<file path="src/rtl/dice_pkg.sv">
// Shared constants for the dice 7-segment bus: face patterns, face width and
// the settle-tracker FSM states.
package dice_pkg;

  localparam int FACE_W = 3;

  // Bus order is {g,f,e,d,c,b,a}, active-high.
  localparam logic [6:0] SEG_BLANK = 7'b0000000;
  localparam logic [6:0] SEG_FACE1 = 7'b0000110;
  localparam logic [6:0] SEG_FACE2 = 7'b1011011;
  localparam logic [6:0] SEG_FACE3 = 7'b1001111;
  localparam logic [6:0] SEG_FACE4 = 7'b1100110;
  localparam logic [6:0] SEG_FACE5 = 7'b1101101;
  localparam logic [6:0] SEG_FACE6 = 7'b1111101;

  typedef enum logic {
    S_TRACK = 1'b0,
    S_HELD  = 1'b1
  } state_e;

endpackage

</file>
<file path="src/rtl/seg_to_face.sv">
// Combinational decode of a 7-segment pattern to a die face 1-6.
// The face output is 0 for blank and for illegal patterns.
module seg_to_face
  import dice_pkg::*;
(
  input  logic [6:0]        seg,
  output logic              legal,
  output logic              blank,
  output logic [FACE_W-1:0] face
);

  always_comb begin
    legal = 1'b0;
    blank = 1'b0;
    face  = '0;
    case (seg)
      SEG_FACE1: begin legal = 1'b1; face = FACE_W'(1); end
      SEG_FACE2: begin legal = 1'b1; face = FACE_W'(2); end
      SEG_FACE3: begin legal = 1'b1; face = FACE_W'(3); end
      SEG_FACE4: begin legal = 1'b1; face = FACE_W'(4); end
      SEG_FACE5: begin legal = 1'b1; face = FACE_W'(5); end
      SEG_FACE6: begin legal = 1'b1; face = FACE_W'(6); end
      SEG_BLANK: blank = 1'b1;
      default:   ;
    endcase
  end

endmodule

</file>
<file path="src/rtl/dice_seg_monitor.sv">
// Receive-side checker for the dice 7-segment bus: waits for seg to settle,
// reports one legal/illegal event per settle and counts rolls.
// Define DICE_HIST_EN to build the per-face histogram behind face_sel/face_count.
module dice_seg_monitor
  import dice_pkg::*;
#(
  parameter int STABLE_CYCLES = 1000,
  parameter int COUNT_W       = 16,
  parameter int HIST_W        = 16
) (
  input  logic               clk,
  input  logic               rst,
  input  logic [6:0]         seg,
  output logic               roll_valid,
  output logic [FACE_W-1:0]  roll_value,
  output logic               roll_illegal,
  output logic [COUNT_W-1:0] roll_count,
  input  logic [2:0]         face_sel,
  output logic [HIST_W-1:0]  face_count
);

  localparam int                CNT_W      = $clog2(STABLE_CYCLES + 1);
  localparam logic [CNT_W-1:0]  CNT_MAX    = CNT_W'(STABLE_CYCLES);
  localparam logic [CNT_W-1:0]  CNT_SETTLE = CNT_W'(STABLE_CYCLES - 1);

  logic [6:0]         seg_q, seg_d;
  logic [6:0]         seg_prev_q, seg_prev_d;
  logic [CNT_W-1:0]   stab_cnt_q, stab_cnt_d;
  state_e             state_q, state_d;
  logic               roll_valid_q, roll_valid_d;
  logic               roll_illegal_q, roll_illegal_d;
  logic [FACE_W-1:0]  roll_value_q, roll_value_d;
  logic [COUNT_W-1:0] roll_count_q, roll_count_d;

  logic               same;
  logic               dec_legal, dec_blank;
  logic [FACE_W-1:0]  dec_face;

  seg_to_face u_dec (
    .seg   (seg_q),
    .legal (dec_legal),
    .blank (dec_blank),
    .face  (dec_face)
  );

  always_comb begin
    seg_d      = seg;
    seg_prev_d = seg_q;
    same       = (seg_q == seg_prev_q);
    if (!same)                   stab_cnt_d = '0;
    else if (stab_cnt_q == CNT_MAX) stab_cnt_d = stab_cnt_q;
    else                         stab_cnt_d = stab_cnt_q + 1'b1;
  end

  // Settle event: the pattern has been unchanged for STABLE_CYCLES compares.
  always_comb begin
    state_d        = state_q;
    roll_valid_d   = 1'b0;
    roll_illegal_d = 1'b0;
    roll_value_d   = roll_value_q;
    roll_count_d   = roll_count_q;
    case (state_q)
      S_TRACK: begin
        if (same && stab_cnt_q == CNT_SETTLE) begin
          state_d = S_HELD;
          if (dec_legal) begin
            roll_valid_d = 1'b1;
            roll_value_d = dec_face;
            roll_count_d = roll_count_q + COUNT_W'(1);
          end else if (!dec_blank) begin
            roll_illegal_d = 1'b1;
          end
        end
      end
      S_HELD:  if (!same) state_d = S_TRACK;
      default: state_d = S_TRACK;
    endcase
  end

  always_ff @(posedge clk) begin
    if (rst) begin
      seg_q          <= '0;
      seg_prev_q     <= '0;
      stab_cnt_q     <= '0;
      state_q        <= S_TRACK;
      roll_valid_q   <= 1'b0;
      roll_illegal_q <= 1'b0;
      roll_value_q   <= '0;
      roll_count_q   <= '0;
    end else begin
      seg_q          <= seg_d;
      seg_prev_q     <= seg_prev_d;
      stab_cnt_q     <= stab_cnt_d;
      state_q        <= state_d;
      roll_valid_q   <= roll_valid_d;
      roll_illegal_q <= roll_illegal_d;
      roll_value_q   <= roll_value_d;
      roll_count_q   <= roll_count_d;
    end
  end

  assign roll_valid   = roll_valid_q;
  assign roll_illegal = roll_illegal_q;
  assign roll_value   = roll_value_q;
  assign roll_count   = roll_count_q;

`ifdef DICE_HIST_EN
  logic [HIST_W-1:0] hist_q [1:6];
  logic [HIST_W-1:0] hist_d [1:6];
  logic [HIST_W-1:0] face_count_q, face_count_d;

  // Saturating per-face counters; the read port sees pre-update values.
  always_comb begin
    for (int i = 1; i <= 6; i++) begin
      hist_d[i] = hist_q[i];
      if (roll_valid_d && roll_value_d == FACE_W'(i) && hist_q[i] != '1)
        hist_d[i] = hist_q[i] + 1'b1;
    end
    case (face_sel)
      3'd1:    face_count_d = hist_q[1];
      3'd2:    face_count_d = hist_q[2];
      3'd3:    face_count_d = hist_q[3];
      3'd4:    face_count_d = hist_q[4];
      3'd5:    face_count_d = hist_q[5];
      3'd6:    face_count_d = hist_q[6];
      default: face_count_d = '0;
    endcase
  end

  always_ff @(posedge clk) begin
    if (rst) begin
      for (int i = 1; i <= 6; i++) hist_q[i] <= '0;
      face_count_q <= '0;
    end else begin
      for (int i = 1; i <= 6; i++) hist_q[i] <= hist_d[i];
      face_count_q <= face_count_d;
    end
  end

  assign face_count = face_count_q;
`else
  logic unused_face_sel;
  assign unused_face_sel = ^face_sel;
  assign face_count      = '0;
`endif

endmodule

</file>
<file path="config.mk">
export PLATFORM = sky130hd
export DESIGN_NAME = dice_seg_monitor
export DESIGN_NICKNAME = d
export VERILOG_FILES = /design/src/rtl/dice_pkg.sv /design/src/rtl/seg_to_face.sv /design/src/rtl/dice_seg_monitor.sv
export SDC_FILE = /design/constraint.sdc
export NUM_CORES = 1
export LEC_CHECK = 0
export ABC_AREA = 1
export CAP_MARGIN = 20
export CORE_MARGIN = 5
export CORE_UTILIZATION = 40
export DETAILED_ROUTE_END_ITERATION = 16
export GPL_TIMING_DRIVEN = 0
export PLACE_DENSITY_LB_ADDON = 0.25
export RECOVER_POWER = 25
export SYNTH_ARGS = -nofsm -noshare
export SYNTH_HDL_FRONTEND = slang
export SYNTH_SLANG_ARGS = --single-unit
</file>
<file path="constraint.sdc">
create_clock -name clk -period 2.3 [get_ports clk]
set_clock_uncertainty 0.2 [all_clocks]
set_input_delay 0.69 -clock clk [delete_from_list [all_inputs] [get_ports clk]]
set_output_delay 0.69 -clock clk [all_outputs]
set_load 0.01 [all_outputs]
</file>
==> impl_metrics.json, run 1 <==
{
  "status": "finished clean",
  "grt_overflow": 0,
  "period_needed_ps": 2210,
  "die_y_um": 88.7,
  "clockBufferDepth": 2,
  "worstPathArrival_ps": 1320,
  "route.vias.total": 2230,
  "ys_types": 29,
  "num_rows": 28,
  "place_congestion": 0.862,
  "synth_edf_count": 0,
  "path_cells": "clkdlybuf4s50_1",
  "total_power_mw": 1.53,
  "drcViolationCount": 0,
  "finalWirelength_um": 4970,
  "cts_setup_buffers": 0,
  "drtAntennaViolNets": 0,
  "hold_violations": 0,
  "die_area_um2": 7860,
  "ys_seq_elements": 46,
  "worst_pin_slew_ps": 513,
  "rsz0062_at_grt": "false",
  "min_from": "roll_value[2]$_SDFFE_PP0P_",
  "hpwl_um": 3800,
  "antenna_found_initial": 0,
  "power_leakage_nw": 1.33,
  "crit_path_start": "roll_count[10]$_SDFFE_PP0P_",
  "critPathLaunchType": "flip-flop",
  "die_w_um": 88.7,
  "yosysWarningCount": 0,
  "nets": 429,
  "end_kind": "output port",
  "grt_max_degree": 16,
  "synthArstFlopShare_pct": 0,
  "diodes": 0,
  "numPortBuffers": 28,
  "drt_iter0_drc": 132,
  "crit_slowest_cell": "clkdlybuf4s50_1",
  "grt_pass1_vias": 2135,
  "clock-sinks": 46,
  "fmax_mhz": 453,
  "path_delay_family": "buffers and inverters",
  "cp.required_ps": 1410,
  "grt_pass1_wl_um": 8830,
  "avgRoutedWirePerCell_um": 10.1,
  "syn_to_final_growth_pct": 21.9,
  "drtPass1Iterations": 4,
  "slew_headroom_pct": 65.8,
  "max_stage_delay_ps": 580,
  "synth_area_um2": 2480,
  "drv_cap": 0,
  "start_util_pct": 41.6,
  "cts_made_buffers": 5,
  "clockRootBuffer": "clkbuf_8",
  "tns_ps": 0,
  "cts_hold_buf": 0,
  "synth_top_area_cell": "dfxtp_1",
  "clock_latency_ps": 300,
  "path_class": "reg -> out",
  "crit_buf_inv": 1,
  "cts-resized-gates": 0,
  "hold_path_class": "reg -> reg",
  "finalSetupViolations": 0,
  "avgSynthCellArea_um2": 6.80,
  "path_max_fanout": 6,
  "ys_seq_area_share_pct": 37.2,
  "synth_commonest_cells": "nand2_1 (76), inv_1 (64), nor2_1 (61), dfxtp_1 (46)",
  "design.core.area_um2": 5960,
  "synthCells": 364,
  "peakVddDrop_v": 0.000393,
  "ys_dominant_reg_cell": "dfxtp_1",
  "yosysMostFrequentCell": "nand2_1",
  "netlist_top_cells_area": "dfxtp_1 (37%), nand2_1 (12%), inv_1 (9.7%)",
  "maxSlewViolCount": 0,
  "h-tree-depth": 2,
  "grtUsageTotal_pct": 14.0,
  "period_share_pct": 96.1,
  "worst_r2r_startpoint": "stab_cnt_q[1]$_SDFFE_PP0P_",
  "synth_top_area_share_pct": 37.2,
  "io_pins": 49,
  "cts_tree": "built",
  "path_clk_slew_ps": 90,
  "drive_gt1_share_pct": 10.4,
  "power_per_cell_area_nw_per_um2": 507,
  "via_per_inst": 4.55
}
-- placed cells by master (no fill, tap or decap), types with 3 or more instances in the layout --
cell type	n
a21oi_1	9
buf_4	18
clkbuf_1	3
clkbuf_8	5
clkdlybuf4s50_1	27
conb_1	16
dfxtp_1	46
ha_1	3
inv_1	65
nand2_1	77
nand3_1	16
nand3_2	8
nand4_1	18
nor2_1	61
nor3_1	9
nor4_1	3
o21ai_0	7
xnor2_1	5
-- cells by family (layout without fill, tap and decap cells) --
group	count (synthesis)	in the layout	share of synthesized area, %
AOI/OAI and AO/OA	19	19	3.99
buffers and inverters	93	129	17.8
DFF	46	46	37.2
other	1	16	0.151
and+or+nand+nor	196	196	37.2
adders and majority gates	3	3	1.52
xor gates and xnor gates	6	6	2.12
-- registers in the layout, summed over array words and instances (netlist names) --
signal	count
seg_prev_q	7
roll_count	16
seg_prev_d	7
stab_cnt_q	10
roll_value	3
roll_illegal	1
roll_valid	1
state_q	1
-- worst paths after layout --
kind	slack, ps	cells past startpoint	endpoint
setup / recovery	90	1	roll_count[10]
hold / removal	290	2	roll_value[2]$_SDFFE_PP0P_
setup reg to reg	330	8	roll_value[0]$_SDFFE_PP0P_
hold reg to reg	290	2	roll_value[2]$_SDFFE_PP0P_
-- metal layers --
metal  wire [µm]  GRT usage (%)  vias to the layer above
li1            -              -                     1195
met1        2370           17.2                      994
met2        2310           24.3                       36
met3         241           3.45                        5
met4          50           3.57                        0
met5           0              0                        -
-- layout make-up --
cell class / instances / area, µm²
Fill cell: 612 / 2940
Clock inverter: 3 / 45.0
Tap cell: 75 / 93.8
Multi-Input combinational cell: 240 / 1170
Sequential cell: 46 / 921
Timing Repair Buffer: 28 / 280
Buffer: 24 / 183
Clock buffer: 5 / 68.8
Inverter: 69 / 259
-- where the power goes --
group	total, mW	switching [mW]	leakage (nW)	internal [mW]
Clock	0.602	0.278	0.0504	0.323
Combinational	0.108	0.0585	0.906	0.0493
Sequential	0.820	0.0124	0.373	0.808
-- through the flow --
stage / instance area [µm²] / instances / hold slack [ps] / utilization, % / setup WS (ps)
global route: 3020 / 490 / 305 / 50.7 / 38.2
floorplan: 2530 / 379 / 263 / - / 537
finish: 3020 / 490 / 289 / 50.7 / 90.7
global placement: 2910 / 482 / 269 / 48.8 / 82.0
CTS: 3020 / 490 / 288 / 50.7 / 89.0
detailed placement: 2910 / 482 / 264 / 48.8 / 93.4
No activity file was read; power rests on OpenSTA's default activity.
==> inputs of run 2 (changes only) <==
--- a/config.mk
+++ b/config.mk
@@ -13,6 +13,7 @@
 export GPL_TIMING_DRIVEN = 0
 export PLACE_DENSITY_LB_ADDON = 0.25
 export RECOVER_POWER = 25
+export SETUP_SLACK_MARGIN = 0.1
 export SYNTH_ARGS = -nofsm -noshare
 export SYNTH_HDL_FRONTEND = slang
 export SYNTH_SLANG_ARGS = --single-unit
==> impl_metrics.json, run 2 (synthesis gave the netlist of run 1 again) <==
{
  "status": "finished clean",
  "diodes": 0,
  "top_layer": "met4",
  "fin_ws_ps": 163,
  "peakVddDrop_v": 0.000394,
  "avgRoutedWirePerCell_um": 10.1,
  "multi_input_area_um2": 1170,
  "mostFrequentLayoutCells": "nand2_1 (77), inv_1 (65), nor2_1 (61)",
  "antenna_found_initial": 0,
  "die_w_um": 88.7,
  "die_y_um": 88.7,
  "hold_path_class": "reg -> reg",
  "clockRootBuffer": "clkbuf_8",
  "die_area_um2": 7860,
  "io_pins": 49,
  "numPortBuffers": 28,
  "path_cells": "clkdlybuf4s50_1",
  "worstRegToRegCells": 8,
  "cp.depth": 1,
  "drv_cap": 0,
  "route.vias.total": 2222,
  "crit_buf_inv": 1,
  "hpwl_um": 3800,
  "end_kind": "output port",
  "period_share_pct": 92.9,
  "path_class": "reg -> out",
  "fmax_mhz": 468,
  "path_delay_family": "buffers and inverters",
  "critPathLaunchType": "flip-flop",
  "dr_wl_met3_um": 268,
  "slew_headroom_pct": 66.4,
  "fillerInstances": 611,
  "grt_pass1_wl_um": 8830,
  "start_util_pct": 41.6,
  "cts_setup_buffers": 0,
  "wl_met2_um": 2310,
  "drt_iter0_drc": 123,
  "cts_tree": "built",
  "rsz0062_at_grt": "false",
  "maxSlewViolCount": 0,
  "power_per_cell_area_nw_per_um2": 506,
  "clock-sinks": 46,
  "pre_cts_ws_ps": 93.4,
  "path_max_fanout": 4,
  "largest_reg_flops": 16,
  "cts_made_buffers": 5,
  "finalWirelength_um": 4970,
  "via_per_inst": 4.53,
  "design.core.area_um2": 5960,
  "drtPass1Iterations": 4,
  "syn_to_final_growth_pct": 22.2,
  "wl_met1_um": 2340,
  "tns_ps": 0,
  "ff_latch_area_um2": 930,
  "grt_overflow": 0,
  "finalInstanceArea_um2": 3030,
  "power_leakage_nw": 1.33,
  "drive_gt1_share_pct": 12.0,
  "drcViolationCount": 0,
  "place_congestion": 0.862,
  "finalSetupViolations": 0,
  "grt_pass1_vias": 2135,
  "num_rows": 28,
  "clock_latency_ps": 300,
  "max_stage_delay_ps": 560,
  "period_needed_ps": 2140,
  "worstPathArrival_ps": 1250,
  "drtAntennaViolNets": 0,
  "clockBufferDepth": 2,
  "hold_violations": 0,
  "grtUsageTotal_pct": 14.0,
  "h-tree-depth": 2,
  "final_common_cell": "nand2_1",
  "placedInstanceArea_um2": 2910,
  "grt_max_degree": 16,
  "hold_depth": 2,
  "cp.required_ps": 1410,
  "nets": 429,
  "worst_pin_slew_ps": 504,
  "path_clk_slew_ps": 90,
  "crit_slowest_cell": "clkdlybuf4s50_1"
}
## run 2: layout make-up
| cell class | count | area share, % |
|---|---|---|
| multi-input cells | 240 | 38.6 |
| flip-flops and latches | 46 | 30.7 |
| repair buffers | 28 | 9.26 |
| inverters | 69 | 8.56 |
| plain buffers | 24 | 6.04 |
| well taps | 75 | 3.10 |
| clock buffers | 5 | 2.27 |
| clock inverters | 3 | 1.49 |
## run 2: worst reg2reg max path, stage by stage (launching register included)
cell     delay [ps]
dfxtp_1         390
ha_1            200
nand2_1         100
inv_1           170
nand4_4         160
nor2_8          220
nand2_1         150
o21ai_0         230
nor2_1           60
## run 2: what timing repair did
item	CTS	global route
setup endpoints to repair	2	5
resized for setup	2	5
hold buffers	0	0
## run 2: final timing paths
path | start | endpoint | slack, ps
worst max-delay path | roll_count[14]$_SDFFE_PP0P_ | roll_count[14] | 160
worst min-delay path | roll_value[2]$_SDFFE_PP0P_ | roll_value[2]$_SDFFE_PP0P_ | 290
worst max register to register | stab_cnt_q[1]$_SDFFE_PP0P_ | roll_value[0]$_SDFFE_PP0P_ | 320
worst min register to register | roll_value[2]$_SDFFE_PP0P_ | roll_value[2]$_SDFFE_PP0P_ | 290
## run 2: metrics by stage
stage	std cells	hold slack [ps]	total power, mW	util (%)
6_report	490	290	1.53	50.8
5_1_grt	490	305	1.61	50.8
4_1_cts	490	288	1.55	50.8
3_5_place_dp	482	264	0.948	48.8
3_3_place_gp	482	269	0.946	48.8
2_1_floorplan	379	263	0.921	-
## run 2: where the power goes
group / leakage, nW / internal, mW / switching (mW)
sequential: 0.377 / 0.808 / 0.0123
clock: 0.0504 / 0.323 / 0.280
combinational: 0.906 / 0.0493 / 0.0586
total: 1.33 / 1.18 / 0.351
## run 2: metal layers
| metal | vias to the layer above | GRT usage, % |
|---|---|---|
| met5 | - | 0 |
| met4 | 0 | 3.57 |
| met3 | 5 | 3.45 |
| met2 | 37 | 24.3 |
| met1 | 985 | 17.2 |
| li1 | 1195 | - |
==> inputs of run 3 (changes only) <==
--- a/config.mk
+++ b/config.mk
@@ -7,8 +7,10 @@
 export LEC_CHECK = 0
 export ABC_AREA = 1
 export CAP_MARGIN = 20
+export CELL_PAD_IN_SITES_DETAIL_PLACEMENT = 1
+export CELL_PAD_IN_SITES_GLOBAL_PLACEMENT = 1
 export CORE_MARGIN = 5
-export CORE_UTILIZATION = 40
+export CORE_UTILIZATION = 36
 export DETAILED_ROUTE_END_ITERATION = 16
 export GPL_TIMING_DRIVEN = 0
 export PLACE_DENSITY_LB_ADDON = 0.25
==> impl_metrics.json, run 3 (synthesis gave the netlist of run 1 again) <==
{
  "finalSetupViolations": 0,
  "hold_path_class": "reg -> reg",
  "pre_cts_ws_ps": 33.5,
  "maxSlewViolCount": 0,
  "drt_iter0_drc": 52,
  "finalWirelength_um": 5860,
  "min_from": "roll_value[1]$_SDFFE_PP0P_",
  "cts_tree": "built",
  "peakVddDrop_v": 0.000265,
  "route.vias.total": 2317,
  "whs_ps": 296,
  "rsz0062_at_grt": "false",
  "grt_pass1_vias": 2299,
  "h-tree-depth": 2,
  "diodes": 0,
  "clockRootBuffer": "clkbuf_8",
  "combPwrFrac_pct": 6.6,
  "drtPass1Iterations": 4,
  "max_stage_delay_ps": 560,
  "path_delay_family": "buffers and inverters",
  "drcViolationCount": 0,
  "period_needed_ps": 2150,
  "cts_hold_buf": 0,
  "path_cells": "clkdlybuf4s50_1",
  "status": "finished clean",
  "path_clk_slew_ps": 90,
  "cts_made_buffers": 5,
  "die_area_um2": 8640,
  "worst_pin_slew_ps": 525,
  "die_w_um": 92.9,
  "syn_to_final_growth_pct": 23.7,
  "power.share.clock_pct": 44.6,
  "worst_r2r_startpoint": "stab_cnt_q[0]$_SDFFE_PP0P_",
  "clock-sinks": 46,
  "largest_reg_flops": 16,
  "final_common_cell": "nand2_1",
  "io_pins": 49,
  "power_leakage_nw": 1.35,
  "avgRoutedWirePerCell_um": 11.8,
  "drv_cap": 0,
  "path_class": "reg -> out",
  "drtAntennaViolNets": 0,
  "path_max_fanout": 4,
  "clockBufferDepth": 2,
  "nets": 429,
  "grtUsageTotal_pct": 14.1,
  "drive_gt1_share_pct": 12.0,
  "fmax_mhz": 464,
  "worstPathArrival_ps": 1260,
  "hpwl_um": 4460,
  "grt_max_degree": 15,
  "tns_ps": 0,
  "via_per_inst": 4.68,
  "num_rows": 30,
  "mostFrequentLayoutCells": "nand2_1 (77), inv_1 (65), nor2_1 (60)",
  "slew_headroom_pct": 65.0,
  "crit_slowest_cell": "clkdlybuf4s50_1",
  "place_congestion": 0.796,
  "crit_buf_inv": 1,
  "hold_violations": 0,
  "crit_path_start": "roll_count[8]$_SDFFE_PP0P_",
  "numPortBuffers": 28,
  "critPathLaunchType": "flip-flop",
  "end_kind": "output port",
  "grt_overflow": 0,
  "period_share_pct": 93.6,
  "power_per_cell_area_nw_per_um2": 549,
  "antenna_found_initial": 0,
  "die_y_um": 92.9,
  "design.core.area_um2": 6760,
  "p_int_mw": 1.32,
  "grt_pass1_wl_um": 10100,
  "clock_latency_ps": 300,
  "switching_share_pct": 21.4,
  "fin_ws_ps": 146,
  "cp.required_ps": 1410,
  "start_util_pct": 36.6,
  "seqPwrFrac_pct": 48.9,
  "p_switching_uw": 360
}
## run 3: metal layers
layer,track usage [%],share of wire (%),vias up
met1,18.1,47,1081
li1,-,-,1194
met5,0,0,-
met2,24.4,48,36
met3,2.44,2.8,6
met4,3.66,1.2,0
## run 3: timing repair
action                                  CTS  global route
resized for setup                         2             5
endpoints found under the setup margin    2             5
buffers inserted                          0             0
## run 3: worst reg2reg max path, stage by stage, from the launching register on
cell and delay, ps:
dfxtp_1 400, ha_1 190, nand2_1 100, inv_1 160
nand4_4 150, nor2_8 220, nand2_1 160, o21ai_0 240
nor2_1 70
## run 3: final timing paths
kind	endpoint	cells after the start	slack (ps)
worst max-delay path	roll_count[8]	1	150
worst min-delay path	roll_value[1]$_SDFFE_PP0P_	2	300
worst max register to register	roll_value[0]$_SDFFE_PP0P_	8	310
worst min register to register	roll_value[1]$_SDFFE_PP0P_	2	300
## run 3: power by group through the flow
stage | logic [mW] | registers, mW | clock network (mW)
final | 0.111 | 0.821 | 0.749
after global routing | 0.126 | 0.823 | 0.802
after CTS | 0.113 | 0.821 | 0.771
after detailed placement | 0.112 | 0.840 | 0
after global placement | 0.109 | 0.839 | 0
after floorplan | 0.0843 | 0.836 | 0
## run 3: final cells by class
class	instances	area [µm²]
Multi-Input combinational cell	240	1170
Buffer	24	183
Fill cell	888	3690
Tap cell	80	100
Inverter	69	259
Clock buffer	6	82.6
Sequential cell	46	928
Clock inverter	2	60.1
Timing Repair Buffer	28	280
## run 3: metrics by stage
stage	area (µm²)	utilization, %	instances	power, mW
final	3060	45.3	495	1.68
after global routing	3060	45.3	495	1.75
after CTS	3060	45.3	495	1.71
after detailed placement	2910	43.1	487	0.952
after global placement	2910	43.1	487	0.948
after floorplan	2530	-	379	0.921
